[config.mk]
export PLATFORM = sky130hd
export DESIGN_NAME = mem_arb_ctrl
export DESIGN_NICKNAME = d
export VERILOG_FILES = /design/src/rtl/mem_arb_ctrl_pkg.sv /design/src/rtl/mem_arb_ctrl_stall_encoder.sv /design/src/rtl/mem_arb_ctrl.sv
export SDC_FILE = /design/constraint.sdc
export NUM_CORES = 1
export LEC_CHECK = 0
export CAP_MARGIN = 20
export CORE_UTILIZATION = 48
export DETAILED_ROUTE_END_ITERATION = 10
export GPL_TIMING_DRIVEN = 0
export PLACE_DENSITY = 0.9
export SLEW_MARGIN = 20
export SYNTH_ARGS = -nofsm -noshare
export SYNTH_HDL_FRONTEND = slang
export SYNTH_SLANG_ARGS = --single-unit
[constraint.sdc]
create_clock -name clk -period 3.25 [get_ports clk]
set_clock_uncertainty 0.15 [all_clocks]
set_input_delay 0.325 -clock clk [delete_from_list [all_inputs] [get_ports clk]]
set_output_delay 0.325 -clock clk [all_outputs]
set_load 0.1 [all_outputs]
[src/rtl/mem_arb_ctrl_pkg.sv]
// mem_arb_ctrl_pkg: shared FSM states, access-size encodings and stall patterns for mem_arb_ctrl
package mem_arb_ctrl_pkg;
  typedef enum logic [2:0] {IDLE, IF_RD, MEM_RD, MEM_WR, DONE} state_e;
  localparam logic [1:0] SZ_BYTE = 2'd0;
  localparam logic [1:0] SZ_HALF = 2'd1;
  localparam logic [5:0] STALL_MEM = 6'b011111;
  localparam logic [5:0] STALL_ID = 6'b000111;
  localparam logic [5:0] STALL_IF = 6'b000011;
  function automatic logic [1:0] size_last(input logic [1:0] size);
    return size == SZ_BYTE ? 2'd0 : size == SZ_HALF ? 2'd1 : 2'd3;
  endfunction
endpackage

[src/rtl/mem_arb_ctrl_stall_encoder.sv]
// mem_arb_ctrl_stall_encoder: priority-encodes pipeline stall requests into the per-stage stall vector
//   in  rst, mem_req, mem_ack, id_stallreq, if_req, if_ack
//   out stall_sign[STALL_W]  bit0 pc .. bit5 wb
module mem_arb_ctrl_stall_encoder
  import mem_arb_ctrl_pkg::*;
#(
  parameter int STALL_W = 6
) (
  input  logic               rst,
  input  logic               mem_req,
  input  logic               mem_ack,
  input  logic               id_stallreq,
  input  logic               if_req,
  input  logic               if_ack,
  output logic [STALL_W-1:0] stall_sign
);
  always_comb
    stall_sign = rst                  ? '0 :
                 mem_req && !mem_ack  ? STALL_W'(STALL_MEM) :
                 id_stallreq          ? STALL_W'(STALL_ID) :
                 if_req && !if_ack    ? STALL_W'(STALL_IF) : '0;
endmodule

[src/rtl/mem_arb_ctrl.sv]
// mem_arb_ctrl: arbitrates the byte-wide RAM port between instruction fetch and MEM, serialising accesses
//   in  clk, rst, if_req/if_addr, mem_req/mem_we/mem_size/mem_addr/mem_wdata, id_stallreq, ram_din
//   out if_ack/if_inst, mem_ack/mem_rdata, ram_a/ram_dout/ram_wr, stall_sign
module mem_arb_ctrl
  import mem_arb_ctrl_pkg::*;
#(
  parameter int ADDR_W  = 32,
  parameter int STALL_W = 6
) (
  input  logic               clk,
  input  logic               rst,
  input  logic               if_req,
  input  logic [ADDR_W-1:0]  if_addr,
  output logic               if_ack,
  output logic [31:0]        if_inst,
  input  logic               mem_req,
  input  logic               mem_we,
  input  logic [1:0]         mem_size,
  input  logic [ADDR_W-1:0]  mem_addr,
  input  logic [31:0]        mem_wdata,
  output logic               mem_ack,
  output logic [31:0]        mem_rdata,
  input  logic               id_stallreq,
  input  logic [7:0]         ram_din,
  output logic [7:0]         ram_dout,
  output logic [ADDR_W-1:0]  ram_a,
  output logic               ram_wr,
  output logic [STALL_W-1:0] stall_sign
);
  state_e state_q, state_d;
  logic [2:0] cnt_q, cnt_d;
  logic [1:0] last_q, last_d;
  logic [31:0] buf_q, buf_d, if_inst_q, if_inst_d, mem_rdata_q, mem_rdata_d, merged;
  logic [ADDR_W-1:0] ram_a_q, ram_a_d;
  logic [7:0] ram_dout_q, ram_dout_d;
  logic ram_wr_q, ram_wr_d, if_ack_q, if_ack_d, mem_ack_q, mem_ack_d;
  logic [1:0] rlane, wlane;
  // cnt counts cycles in the access; a read byte addressed on cycle k lands on cycle k+1 in lane k
  always_comb begin
    rlane = cnt_q[1:0] - 2'd1;
    wlane = cnt_q[1:0] + 2'd1;
    merged = buf_q;
    merged[{rlane, 3'b000} +: 8] = ram_din;
    state_d = state_q;
    cnt_d = cnt_q;
    last_d = last_q;
    buf_d = buf_q;
    ram_a_d = ram_a_q;
    ram_dout_d = ram_dout_q;
    ram_wr_d = 1'b0;
    if_ack_d = 1'b0;
    mem_ack_d = 1'b0;
    if_inst_d = if_inst_q;
    mem_rdata_d = mem_rdata_q;
    case (state_q)
      IDLE:
        if (mem_req) begin
          state_d = mem_we ? MEM_WR : MEM_RD;
          cnt_d = '0;
          last_d = size_last(mem_size);
          buf_d = '0;
          ram_a_d = mem_addr;
          ram_dout_d = mem_wdata[7:0];
          ram_wr_d = mem_we;
        end else if (if_req) begin
          state_d = IF_RD;
          cnt_d = '0;
          last_d = 2'd3;
          buf_d = '0;
          ram_a_d = if_addr;
        end
      IF_RD, MEM_RD:
        if (state_q == IF_RD && !if_req) state_d = IDLE;
        else begin
          cnt_d = cnt_q + 3'd1;
          if (cnt_q != 3'd0) buf_d = merged;
          if (cnt_q < {1'b0, last_q}) ram_a_d = ram_a_q + ADDR_W'(1);
          if (cnt_q == {1'b0, last_q} + 3'd1) begin
            state_d = DONE;
            if_ack_d = state_q == IF_RD;
            mem_ack_d = state_q == MEM_RD;
            if_inst_d = state_q == IF_RD ? merged : if_inst_q;
            mem_rdata_d = state_q == MEM_RD ? merged : mem_rdata_q;
          end
        end
      MEM_WR:
        if (cnt_q[1:0] == last_q) begin
          state_d = DONE;
          mem_ack_d = 1'b1;
        end else begin
          cnt_d = cnt_q + 3'd1;
          ram_a_d = ram_a_q + ADDR_W'(1);
          ram_dout_d = mem_wdata[{wlane, 3'b000} +: 8];
          ram_wr_d = 1'b1;
        end
      default: state_d = IDLE;
    endcase
  end
  always_ff @(posedge clk) begin
    if (rst) begin
      state_q <= IDLE;
      cnt_q <= '0;
      last_q <= '0;
      buf_q <= '0;
      ram_a_q <= '0;
      ram_dout_q <= '0;
      ram_wr_q <= 1'b0;
      if_ack_q <= 1'b0;
      mem_ack_q <= 1'b0;
      if_inst_q <= '0;
      mem_rdata_q <= '0;
    end else begin
      state_q <= state_d;
      cnt_q <= cnt_d;
      last_q <= last_d;
      buf_q <= buf_d;
      ram_a_q <= ram_a_d;
      ram_dout_q <= ram_dout_d;
      ram_wr_q <= ram_wr_d;
      if_ack_q <= if_ack_d;
      mem_ack_q <= mem_ack_d;
      if_inst_q <= if_inst_d;
      mem_rdata_q <= mem_rdata_d;
    end
  end
  assign ram_a = ram_a_q;
  assign ram_dout = ram_dout_q;
  assign ram_wr = ram_wr_q;
  assign if_ack = if_ack_q;
  assign mem_ack = mem_ack_q;
  assign if_inst = if_inst_q;
  assign mem_rdata = mem_rdata_q;
  mem_arb_ctrl_stall_encoder #(.STALL_W(STALL_W)) u_stall (
    .rst(rst),
    .mem_req(mem_req),
    .mem_ack(mem_ack_q),
    .id_stallreq(id_stallreq),
    .if_req(if_req),
    .if_ack(if_ack_q),
    .stall_sign(stall_sign)
  );
endmodule

==> parameters.txt <==
Parameter                              Value

Logic synthesis
  Cell taking the most area after synthesis    sky130_fd_sc_hd__dfxtp_1
  Net count after synthesis    about 1.1k
  Number of flops mapped to enable cells by yosys    0
  Instance count of the mapped netlist    935
  Synth warn    0
  Most frequent cell after synthesis    sky130_fd_sc_hd__dfxtp_1
  Async set-or-reset flop fraction in the synthesized netlist    0
  Post-synth design cell area    roughly 0.0075 sq mm
  Synth cell types    61
  Sequential area share after synthesis    0.390
  Area share of the largest cell type after synthesis    0.390
  Leading cell types by total area after synthesis    sky130_fd_sc_hd__dfxtp_1 39%, sky130_fd_sc_hd__a211oi_1 7.7%, sky130_fd_sc_hd__a21oi_1 6.5%
  Top cells by count, synth    147 x sky130_fd_sc_hd__dfxtp_1, 116 x sky130_fd_sc_hd__nor2_1, 98 x sky130_fd_sc_hd__a21oi_1
  Synthesized area divided by synthesized cell count    ~8.1 sq um
  Flip-flop and latch count after synthesis    between 100 and 150
  Most common flop cell mapped by yosys    sky130_fd_sc_hd__dfxtp_1

Layout
  Non-filler cells, final    between 1k and 1.5k
  Final layout net count    roughly 1.3k
  Number of inserted diodes    0
  Final core utilization    0.695
  Area added between synthesis and finish    40.7%
  Share of post-route cells with drive strength above 1    0.0699

Placement
  Half-perimeter wire length of the detailed placement result    a little under 20 mm
  Input/output buffers    221
  Placer congestion estimate    a little under 1
  Number of cells after detailed placement    1,367

Floorplanning
  Horizontal die dimension    127 um
  Die Footprint    about 0.016 sq mm
  Chip Height    approximately 130 um
  Initial core utilization    0.494
  Count of boundary I/O pins    around 230
  Number of standard-cell rows in the floorplan    45
  Core Area    approximately 0.015 sq mm

Clock network
  Clock root cell    sky130_fd_sc_hd__clkbuf_16
  Number of buffers between clock root and the deepest sink    2
  Clock tree from TritonCTS    built
  Number of clock sinks    around 150
  Clock Pin Slew Worst Setup and Hold Paths    ~60 ps
  Num CTS Buffers    17
  CTS hold repair buffers    0
  Max H-tree Level    4
  Clk Latency, worst-skew pair    about 430 ps
  Total setup buffers inserted after CTS    0

Critical path
  Kind of end point of the critical path    output pin
  Required time at the endpoint of the critical path    roughly 2800 ps
  Critical Path Start Type    input pin
  Arrival time of data at the critical path endpoint    around 2700 ps
  Critical path peak fanout    10
  Critical setup path kind    in -> out

Outcome
  Outcome    finished clean

Global routing
  Via count of the first global-routing pass    7,924
  Met3 demand-to-capacity share in global routing    0.0879
  Initial antenna violation count    0
  Global-route met2 utilization    0.510
  Global Route met1 Usage    0.403
  GRT Max-Usage Layer    met2
  Maximum number of pins on one net before global-route repair    20
  Global-route wire length before repair    about 41 mm
  Total routing resource utilization after global routing    0.322
  Total gr overflow    0

Timing
  Fraction of the cycle the final worst path needs    0.981
  Slew @ Worst Pin    between 1000 and 1500 ps
  Final max-slew violation count    0
  Minimum clock period    about 3200 ps
  Number of setup violations in the final report    0
  Worst slew margin    0.326
  Hold violation count in the final report    0
  Fmax    between 0.3 and 0.4 GHz
  Unrepaired setup endpoints after global routing    no

Drt
  Iteration count of the initial detailed-routing pass    6
  Wire per inst    approximately 18 um
  Final WL    ~26 mm
  Vias after detailed routing    approximately 8.4k
  Count of unresolved DRC violations after routing    0
  Violation count after the first detailed-route iteration    1,103
  Number of routed nets with antenna violations    0
  Vias per Instance    about 6.0

Flow run
  Number of violations of the max-capacitance limit    0

Power and ir drop
  Design Power    10.7 mW
  Worst vdd ir    approximately 0.73 mV
  Standby leakage power    3.67 nW
  Power density relative to cell area    between 1000 and 1500 mW/mm^2

Worst hold path
  Min-delay worst type    in -> reg
[where the power goes]
group	switching, mW	internal [mW]	total, mW
Sequential	0.451	2.19	2.64
Clock	0.749	1.19	1.93
Combinational	4.56	1.55	6.12
[layout make-up]
| cell class | instances | area [sq um] |
|---|---|---|
| plain buffers | 75 | 333 |
| clock buffers | 23 | 478 |
| clock inverters | 9 | 104 |
| fillers | 1212 | 4650 |
| inverters | 14 | 52.6 |
| multi-input cells | 698 | 4220 |
| flip-flops and latches | 147 | 2940 |
| well taps | 211 | 264 |
| repair buffers | 221 | 2210 |
[routing by layer]
layer  routed length (um)  up-vias  part of all wire
met5                    0        -                 0
met4                  992        0             0.038
met3                 2560       96             0.099
met2                11900      489              0.46
met1                10300     3951              0.40
li1                     -     3883                 -
[kinds of logic (layout without fill, tap and decap cells)]
group,Yosys count,after routing,synth area share
xor+xnor,3,3,0.00348
buf+inv,90,342,0.0514
simple gates,364,364,0.246
flops,147,147,0.390
fa+ha+maj,10,10,0.0166
mux,41,41,0.0548
compound gates,279,279,0.237
other cells,1,1,0.000497
[flip-flops by register name, summed over array words and instances (netlist names)]
name and count:
buf_q 32, if_inst 32, mem_rdata 32, ram_a 32, ram_dout 8, cnt_q 3, state_q 3, last_q 2
if_ack 1, mem_ack 1, ram_wr 1
[repair_timing]
action | in CTS | in global routing
resized for setup | 12 | 1
setup endpoints to repair | 5 | 1
pin swaps | 0 | 0
[cell usage in the layout (no fill, tap or decap), types with 4 or more instances in the layout]
cell                                n
sky130_fd_sc_hd__and4_1             4
sky130_fd_sc_hd__clkdlybuf4s50_1  216
sky130_fd_sc_hd__dfxtp_1          147
sky130_fd_sc_hd__buf_2             24
sky130_fd_sc_hd__a22oi_1           10
sky130_fd_sc_hd__nand4_1           12
sky130_fd_sc_hd__buf_4              5
sky130_fd_sc_hd__clkbuf_1          44
sky130_fd_sc_hd__o22ai_1            7
sky130_fd_sc_hd__a32o_1             5
sky130_fd_sc_hd__and2_1             6
sky130_fd_sc_hd__o21ai_0           40
sky130_fd_sc_hd__nand2_1           81
sky130_fd_sc_hd__nor2b_1           34
sky130_fd_sc_hd__and3_1             5
sky130_fd_sc_hd__a211oi_1          77
sky130_fd_sc_hd__nor4_1             9
sky130_fd_sc_hd__mux2i_1           39
sky130_fd_sc_hd__nand3b_1          33
sky130_fd_sc_hd__clkinv_2           4
sky130_fd_sc_hd__nor2_1           116
sky130_fd_sc_hd__a21oi_1           97
sky130_fd_sc_hd__o211ai_1           5
sky130_fd_sc_hd__a31oi_1            7
sky130_fd_sc_hd__ha_1              10
sky130_fd_sc_hd__nand2b_1           6
sky130_fd_sc_hd__nand3_1           18
sky130_fd_sc_hd__nor3_1            19
sky130_fd_sc_hd__clkbuf_16         17
sky130_fd_sc_hd__inv_1             14
[through the flow]
step           TNS, ps  setup WS, ps  hold WS, ps  area, sq um
6_report             0          60.4          210        10600
5_1_grt              0          7.91          209        10600
4_1_cts              0           160          189        10600
3_5_place_dp     -2680          -617          290        10000
3_3_place_gp     -2830          -657          282        10000
2_1_floorplan     -155          -155          277         7550
[worst max-delay path: stages]
cell,delay (ps)
sky130_fd_sc_hd__clkdlybuf4s50_1,540
sky130_fd_sc_hd__clkbuf_1,650
sky130_fd_sc_hd__clkbuf_2,470
sky130_fd_sc_hd__nor3_2,130
sky130_fd_sc_hd__buf_4,150
sky130_fd_sc_hd__clkdlybuf4s15_2,450
[worst paths after layout]
path | to | startpoint | cells after the start | slack (ps)
setup reg to reg | mem_rdata[15] | cnt_q[0] | 8 | 210
setup / recovery | stall_sign[4] | rst | 6 | 60
hold reg to reg | buf_q[4] | buf_q[4] | 2 | 300
hold / removal | state_q[2] | if_req | 3 | 210
(Power assumes the default switching activity.)
